===== config.mk =====
export PLATFORM = sky130hd
export DESIGN_NAME = fma16_share_arb
export DESIGN_NICKNAME = d
export VERILOG_FILES = /design/src/rtl/fma16_share_arb.sv
export SDC_FILE = /design/constraint.sdc
export NUM_CORES = 1
export LEC_CHECK = 0
export ABC_CLOCK_PERIOD_IN_PS = 3000
export CORE_ASPECT_RATIO = 1.75
export CORE_UTILIZATION = 44
export DETAILED_ROUTE_END_ITERATION = 16
export PLACE_DENSITY = 0.92
export SETUP_SLACK_MARGIN = 0.1
export SLEW_MARGIN = 0
export SYNTH_ARGS = -nofsm -noshare
export SYNTH_HDL_FRONTEND = slang
export SYNTH_SLANG_ARGS = --single-unit

===== constraint.sdc =====
create_clock -name clk -period 3 [get_ports clk]
set_clock_uncertainty 0.2 [all_clocks]
set_input_delay 0.3 -clock clk [delete_from_list [all_inputs] [get_ports clk]]
set_output_delay 0.3 -clock clk [all_outputs]
set_load 0.03 [all_outputs]

===== src/rtl/fma16_share_arb.sv =====
`default_nettype none
// ============================================================================
// Module  : fma16_share_arb
// Purpose : Round-robin sharing of one half-precision FMA datapath between two
//           requesters. Operation ids ride a tag pipe alongside the datapath
//           latency. Results come back through an in-order FIFO. Issue is
//           credit-gated so the FIFO can never overflow.
// Ports   : clk, reset (async, active-high)
//           req{0,1}_valid/_ready/_x/_y/_z  : operation request channels
//           fma_valid, fma_x/y/z            : registered issue to datapath
//           fma_result, fma_special         : datapath return, LAT cycles later
//           rsp{0,1}_valid/_ready/_result/_special : response channels
// Rev     : 1.0  initial release
// ============================================================================
module fma16_share_arb #(
  parameter int LAT   = 2,
  parameter int DEPTH = 4
) (
  input  logic        clk,
  input  logic        reset,
  input  logic        req0_valid,
  output logic        req0_ready,
  input  logic [15:0] req0_x,
  input  logic [15:0] req0_y,
  input  logic [15:0] req0_z,
  input  logic        req1_valid,
  output logic        req1_ready,
  input  logic [15:0] req1_x,
  input  logic [15:0] req1_y,
  input  logic [15:0] req1_z,
  output logic        fma_valid,
  output logic [15:0] fma_x,
  output logic [15:0] fma_y,
  output logic [15:0] fma_z,
  input  logic [15:0] fma_result,
  input  logic        fma_special,
  output logic        rsp0_valid,
  input  logic        rsp0_ready,
  output logic [15:0] rsp0_result,
  output logic        rsp0_special,
  output logic        rsp1_valid,
  input  logic        rsp1_ready,
  output logic [15:0] rsp1_result,
  output logic        rsp1_special
);

  localparam int AW = $clog2(DEPTH);
  localparam int CW = 5;  // wide enough for (LAT+1) + DEPTH at the legal maximum

  // Round-robin preference: 0 favours req0, 1 favours req1.
  logic rr_q;

  // Tag pipe. Stage 0 is the issue register itself, so every accepted but not
  // yet pushed operation is counted, including the one currently on fma_*.
  logic        vld_q [LAT+1];
  logic        id_q  [LAT+1];
  logic [15:0] x_q, y_q, z_q;

  // Result FIFO.
  logic [15:0]   res_mem_q [DEPTH];
  logic          spc_mem_q [DEPTH];
  logic          idm_mem_q [DEPTH];
  logic [AW-1:0] wr_q, rd_q;
  logic [AW:0]   cnt_q, cnt_d;

  logic          grant0, grant1, can_issue, acc0, acc1, acc;
  logic [CW-1:0] inflight;
  logic          push, pop, nonempty, head_id;

  assign grant0 = req0_valid & (~req1_valid | ~rr_q);
  assign grant1 = req1_valid & (~req0_valid |  rr_q);

  always_comb begin
    inflight = '0;
    for (int i = 0; i <= LAT; i++) begin
      inflight = inflight + CW'(vld_q[i]);
    end
  end

  // Registered counts only: a pop this cycle frees its credit next cycle.
  assign can_issue  = (inflight + CW'(cnt_q)) < CW'(DEPTH);
  assign req0_ready = grant0 & can_issue;
  assign req1_ready = grant1 & can_issue;
  assign acc0       = req0_valid & req0_ready;
  assign acc1       = req1_valid & req1_ready;
  assign acc        = acc0 | acc1;

  assign fma_valid  = vld_q[0];
  assign fma_x      = x_q;
  assign fma_y      = y_q;
  assign fma_z      = z_q;

  always_ff @(posedge clk or posedge reset) begin
    if (reset) begin
      rr_q <= 1'b0;
      x_q  <= '0;
      y_q  <= '0;
      z_q  <= '0;
      for (int i = 0; i <= LAT; i++) begin
        vld_q[i] <= 1'b0;
        id_q[i]  <= 1'b0;
      end
    end else begin
      vld_q[0] <= acc;
      if (acc) begin
        id_q[0] <= acc1;
        x_q     <= acc1 ? req1_x : req0_x;
        y_q     <= acc1 ? req1_y : req0_y;
        z_q     <= acc1 ? req1_z : req0_z;
        rr_q    <= acc0;  // next preference goes to the other requester
      end
      for (int i = 1; i <= LAT; i++) begin
        vld_q[i] <= vld_q[i-1];
        id_q[i]  <= id_q[i-1];
      end
    end
  end

  // The exit stage lines up with the datapath result (same cycle for LAT=0).
  assign push     = vld_q[LAT];
  assign nonempty = (cnt_q != '0);
  assign head_id  = idm_mem_q[rd_q];

  assign rsp0_valid   = nonempty & ~head_id;
  assign rsp1_valid   = nonempty &  head_id;
  assign rsp0_result  = res_mem_q[rd_q];
  assign rsp1_result  = res_mem_q[rd_q];
  assign rsp0_special = spc_mem_q[rd_q];
  assign rsp1_special = spc_mem_q[rd_q];
  assign pop          = (rsp0_valid & rsp0_ready) | (rsp1_valid & rsp1_ready);

  always_comb begin
    cnt_d = cnt_q;
    if (push & ~pop) begin
      cnt_d = cnt_q + 1'b1;
    end else if (~push & pop) begin
      cnt_d = cnt_q - 1'b1;
    end
  end

  always_ff @(posedge clk or posedge reset) begin
    if (reset) begin
      wr_q  <= '0;
      rd_q  <= '0;
      cnt_q <= '0;
    end else begin
      cnt_q <= cnt_d;
      if (push) wr_q <= wr_q + 1'b1;  // DEPTH is a power of two: natural wrap
      if (pop)  rd_q <= rd_q + 1'b1;
    end
  end

  always_ff @(posedge clk) begin
    if (push) begin
      res_mem_q[wr_q] <= fma_result;
      spc_mem_q[wr_q] <= fma_special;
      idm_mem_q[wr_q] <= id_q[LAT];
    end
  end

endmodule
`default_nettype wire


### After elaboration in Yosys (flattened, before gate mapping)

Memories as Yosys holds them, arrays and structs flattened.
Cells that the tools add are included.

| word-level totals | value |
|---|---|
| flip-flop bits (word level) | 62 |
| RAM bits | 72 |
| output and inout port bits | 87 |
| memories | 3 |

| cells by class | value |
|---|---|
| add/sub/neg operators | 7 |
| magnitude comparators | 1 |
| multiplexer cells | 7 |
| bitwise gates (word level) | 22 |
| reductions and logical operators | 2 |

Memories:

| memory | words | width | read ports | clocked after memory_dff | write ports | RTL line | RTL |
|---|---|---|---|---|---|---|---|
| res_mem_q | 4 | 16 | 1 | 0 | 1 | 60 | `logic [15:0] res_mem_q [DEPTH];` |
| idm_mem_q | 4 | 1 | 1 | 0 | 1 | 62 | `logic idm_mem_q [DEPTH];` |
| spc_mem_q | 4 | 1 | 1 | 0 | 1 | 61 | `logic spc_mem_q [DEPTH];` |

Operator list:

| cell | count |
|---|---|
| $mux 16 | 3 |
| $and 1x1->1 | 12 |
| $mux 3 | 2 |
| $not 1->1 | 6 |
| $add 2x1->2 const B | 2 |
| $add 3x3->4 | 1 |
| $lt 4x3->1 const B | 1 |
| $or 1x1->1 | 4 |
| $add 2x1->3 | 1 |
| $add 3x1->3 const B | 1 |
| $reduce_bool 3->1 | 1 |
| $sub 3x1->3 const B | 1 |
| $add 1x1->2 | 1 |
| $mux 1 | 2 |
| $reduce_bool 2->1 | 1 |

### Longest topological paths before layout

An unclocked memory read counts as a cell.

| logic depth | value |
|---|---|
| depth after elaboration | 8 |
| gate-level depth with buffers | 11 |

### Worst setup path before layout

OpenSTA, ideal clock, no wires.

| timing | value |
|---|---|
| kind | register to output |
| start point | reg vld_q (netlist bit fma_valid) |
| end point | out req0_ready |
| data arrival time | 2077 ps |
| path slack | 423 ps |
| stages on the path, launching flop included | 5 |
| path through | dfrtp_1 -> fa_1 -> ha_1 -> a311o_1 -> nor2_1 |

| on the way | value |
|---|---|
| word-level cells in the longest chain between the ends | 5 |

RTL lines:

| item | RTL line | RTL |
|---|---|---|
| start, declared | 55 | `logic vld_q [LAT+1];` |
| start signal, assigned by index | 113 | `vld_q[i] <= vld_q[i-1];` |
| $add 1x1->2 | 76 | `inflight = inflight + CW'(vld_q[i]);` |
| $add 2x1->3 | 76 |  |
| $add 3x3->4 | 81 | `assign can_issue = (inflight + CW'(cnt_q)) < CW'(DEPTH);` |
| $lt 4x3->1 | 81 |  |
| $and 1x1->1 | 82 | `assign req0_ready = grant0 & can_issue;` |
| end, declared | 22 | `output logic req0_ready,` |

No other way between the ends.

### Worst setup path in the final report

| timing | value |
|---|---|
| start point | reg rd_q[0] |
| end point | out rsp0_result[9] |

| on the way | value |
|---|---|
| word-level cells in the longest chain between the ends | 1 |

RTL lines:

| item | RTL line | RTL |
|---|---|---|
| start, declared | 63 | `logic [AW-1:0] wr_q, rd_q;` |
| start signal, assigned | 149 | `if (pop) rd_q <= rd_q + 1'b1;` |
| $mem_v2 4x16 | - |  |
| end, declared | 39 | `output logic [15:0] rsp0_result,` |

No other way between the ends.

==> summary.txt <==
Run status
  • Status: completed

Pwr
  • Pwr per Cell Area: roughly 1200 nW/um^2
  • PnR Total Power: 9.87 mW
  • Leak pwr: 3.03 nW
  • Worst vdd ir: 0.815 mV

Clocking
  • Clock Sinks: 134
  • CTS H-tree depth: 4
  • Hold bufs inserted after CTS: 0
  • Number of CTS-inserted buffers: 17
  • Root buffer cell: clkbuf_16
  • Worst-skew pair later-pin latency: 0.40 ns
  • Clock slew at reported path FFs: 0.06 ns
  • Bufs on Longest Clock Path: 2
  • CTS tree: yes

Synthesis
  • Async SR Flop Fraction: 46.3%
  • Yosys warnings: 0
  • Cells after synthesis: 388
  • Post-synthesis sequential area ratio: 67.8%
  • Synth Register Bits: ~130
  • Most used DFF post-synth: edfxtp_1
  • Post-synth EDFFs: 72
  • Syn Area/Cell: ~14 um^2
  • Post-Syn Area: around 5500 um^2
  • Distinct cell type count of the synthesized netlist: 32
  • Mapped Nets: just over 500

STA
  • Max Fclk: 360 MHz
  • Setup ws final: between 0.2 and 0.25 ns
  • Setup TNS: 0 ns
  • Final Max Slew Viols: 0
  • Slew @ Worst Pin: between 0.9 and 1 ns
  • Final min period: 2.78 ns
  • RSZ-0062 raised after global routing: no
  • Hold Slack: 0.0491 ns
  • Final Setup Violations: 0
  • Hold Vio Cnt, Final: 0
  • Fin crit share: 92.7%
  • Slew HR: 33.5%

Placement
  • Placer congestion estimate: 0.727
  • I/O Buffers: roughly 210
  • Placement Setup Slack: 0.0627 ns
  • Post-DP HPWL: 9780 um

Worst setup path
  • Worst Setup Start Kind: flop
  • CP startpoint: rd_q[0]$_DFFE_PP0P_
  • Worst Path Max Fanout: 20
  • Reg2reg path depth: 10
  • Worst Path Required: 2.50 ns
  • Worst setup path class: flop to primary output
  • R2R setup slack: 0.32 ns
  • Crit path DAT: 2.28 ns
  • Critical R2R Capture: cnt_q[2]$_DFFE_PP0P_
  • RR Startpoint: rd_q[1]$_DFFE_PP0P_
  • CP Capture Type: primary output
  • End of the critical path: rsp0_result[9]

Global route
  • M1 GR Usage: 24.6%
  • Vias in the first global route: around 4400
  • Total grt overflow: 0
  • Initial antenna violation count: 0
  • Grt met2 use: 40.2%
  • Pin count of the biggest net entering global routing: 51
  • All-Layer GR Usage: 22.5%
  • Met3 usage: 6.18%
  • First-pass GRT wire length: 21800 um
  • Busiest layer in global routing: met2

Detailed routing
  • DR iter-0 viols: ~150
  • Routed wire length: 13900 um
  • Via density: between 5 and 6
  • WL/cell: 18.2 um
  • Pre-Repair DR Iteration Count: 5
  • DR DRC count: 0
  • Via count: roughly 4100
  • Antenna violation net count after detailed routing: 0

Floorplanning
  • Boundary Pins: 206
  • Total die area: between 10000 and 15000 um^2
  • FP Rows: 53
  • Die Width: about 86 um
  • Initial Utilization: 45.4%
  • Core area: 12100 um^2
  • Die Y: 150 um

Cells and area
  • Fill count: 863
  • Most frequent cells in the layout: clkdlybuf4s50_1, edfxtp_1, dfrtp_1
  • Nets: 710
  • Layout cells sized above 1: between 10 and 15%
  • Area grow syn2layout: 50.7%
  • Most common cell after layout, fill and taps aside: clkdlybuf4s50_1
  • Inserted Diodes: 0

Min path
  • Worst hold-check path type: primary input to asynchronous set/reset pin

Job
  • Max_cap viols: 0
==> worst max-delay path, stage by stage (launching register included) <==
cell             delay, ns
dfrtp_1               0.43
buf_8                 0.26
mux4_2                0.56
clkdlybuf4s50_1       0.62
==> layout make-up <==
| cell class | count | area, um^2 | area share (%) |
|---|---|---|---|
| clock inverter | 14 | 164 | 1.99 |
| inverter | 5 | 18.8 | 0.227 |
| multi-input combinational | 208 | 1550 | 18.8 |
| clock buffer | 18 | 429 | 5.20 |
| sequential | 134 | 3710 | 45.0 |
| tap | 165 | 206 | 2.50 |
| timing repair buffer | 217 | 2170 | 26.3 |
==> metal layers <==
| metal | vias up | share of wire, % |
|---|---|---|
| met5 | - | 0 |
| met4 | 0 | 2.8 |
| met3 | 28 | 5.8 |
| met2 | 212 | 56 |
| met1 | 2011 | 35 |
| li1 | 1831 | - |
==> sequential cells by signal, summed over array words and instances (netlist names) <==
signal / flops
fma_valid: 1
spc_mem_q: 4
rd_q: 2
id_q: 3
vld_q: 1
push: 1
idm_mem_q: 4
rr_q: 1
fma_z: 16
cnt_q: 3
wr_q: 2
fma_y: 16
res_mem_q: 64
fma_x: 16
==> cell families after synthesis <==
family | Yosys count | share of synthesized area, %
flops | 134 | 67.8
compound gates | 106 | 11.0
simple gates | 65 | 4.87
buf+inv | 46 | 4.75
mux | 24 | 8.64
fa+ha+maj | 8 | 2.10
xor+xnor | 5 | 0.800
==> cells in the mapped netlist (4+ instances only) <==
cell type | count | area, um^2
buf_2 | 10 | 50.1
mux4_2 | 17 | 383
nor2_1 | 53 | 199
o22ai_1 | 48 | 300
and2_1 | 4 | 25.0
edfxtp_1 | 72 | 2160
clkbuf_1 | 12 | 45.0
ha_1 | 6 | 75.1
inv_1 | 5 | 18.8
buf_4 | 18 | 135
xor2_1 | 4 | 35.0
dfrtp_1 | 62 | 1550
o21ai_0 | 4 | 20.0
a21oi_1 | 49 | 245
==> per-stage QoR <==
stage	utilization, %	std cells	instance area (um^2)
after floorplan	-	388	5480
after global placement	63.3	728	7640
after detailed placement	63.3	728	7640
after CTS	68.1	760	8220
after global routing	68.4	761	8250
final	68.4	761	8250
==> power by group <==
group	total (mW)	leakage (nW)	internal, mW	switching (mW)
Combinational	4.90	1.41	2.05	2.85
Sequential	2.90	1.34	2.57	0.326
Clock	2.07	0.281	1.25	0.820
Total	9.87	3.03	5.87	3.99
==> timing repair <==
action | in CTS | in global routing
endpoints found under the setup margin | 26 | 5
cloned | 0 | 0
resized for setup | 11 | 4
pin swaps | 1 | 1
buffers inserted | 0 | 1
==> how the worst min path moves through the flow <==
stage                      start  slack [ns]                   end  cells after the start
2_1_floorplan  id_q[1]$_DFF_PP0_        0.13     id_q[0]$_DFF_PP0_                      0
3_3_place_gp   id_q[1]$_DFF_PP0_        0.14     id_q[0]$_DFF_PP0_                      0
3_5_place_dp   id_q[1]$_DFF_PP0_        0.17     id_q[0]$_DFF_PP0_                      0
4_1_cts                    reset        0.05  fma_x[1]$_DFFE_PP0P_                      2
5_1_grt                    reset        0.09  fma_x[1]$_DFFE_PP0P_                      2
6_report                   reset        0.05  fma_y[0]$_DFFE_PP0P_                      2
Power figures use the tool's default switching activity.
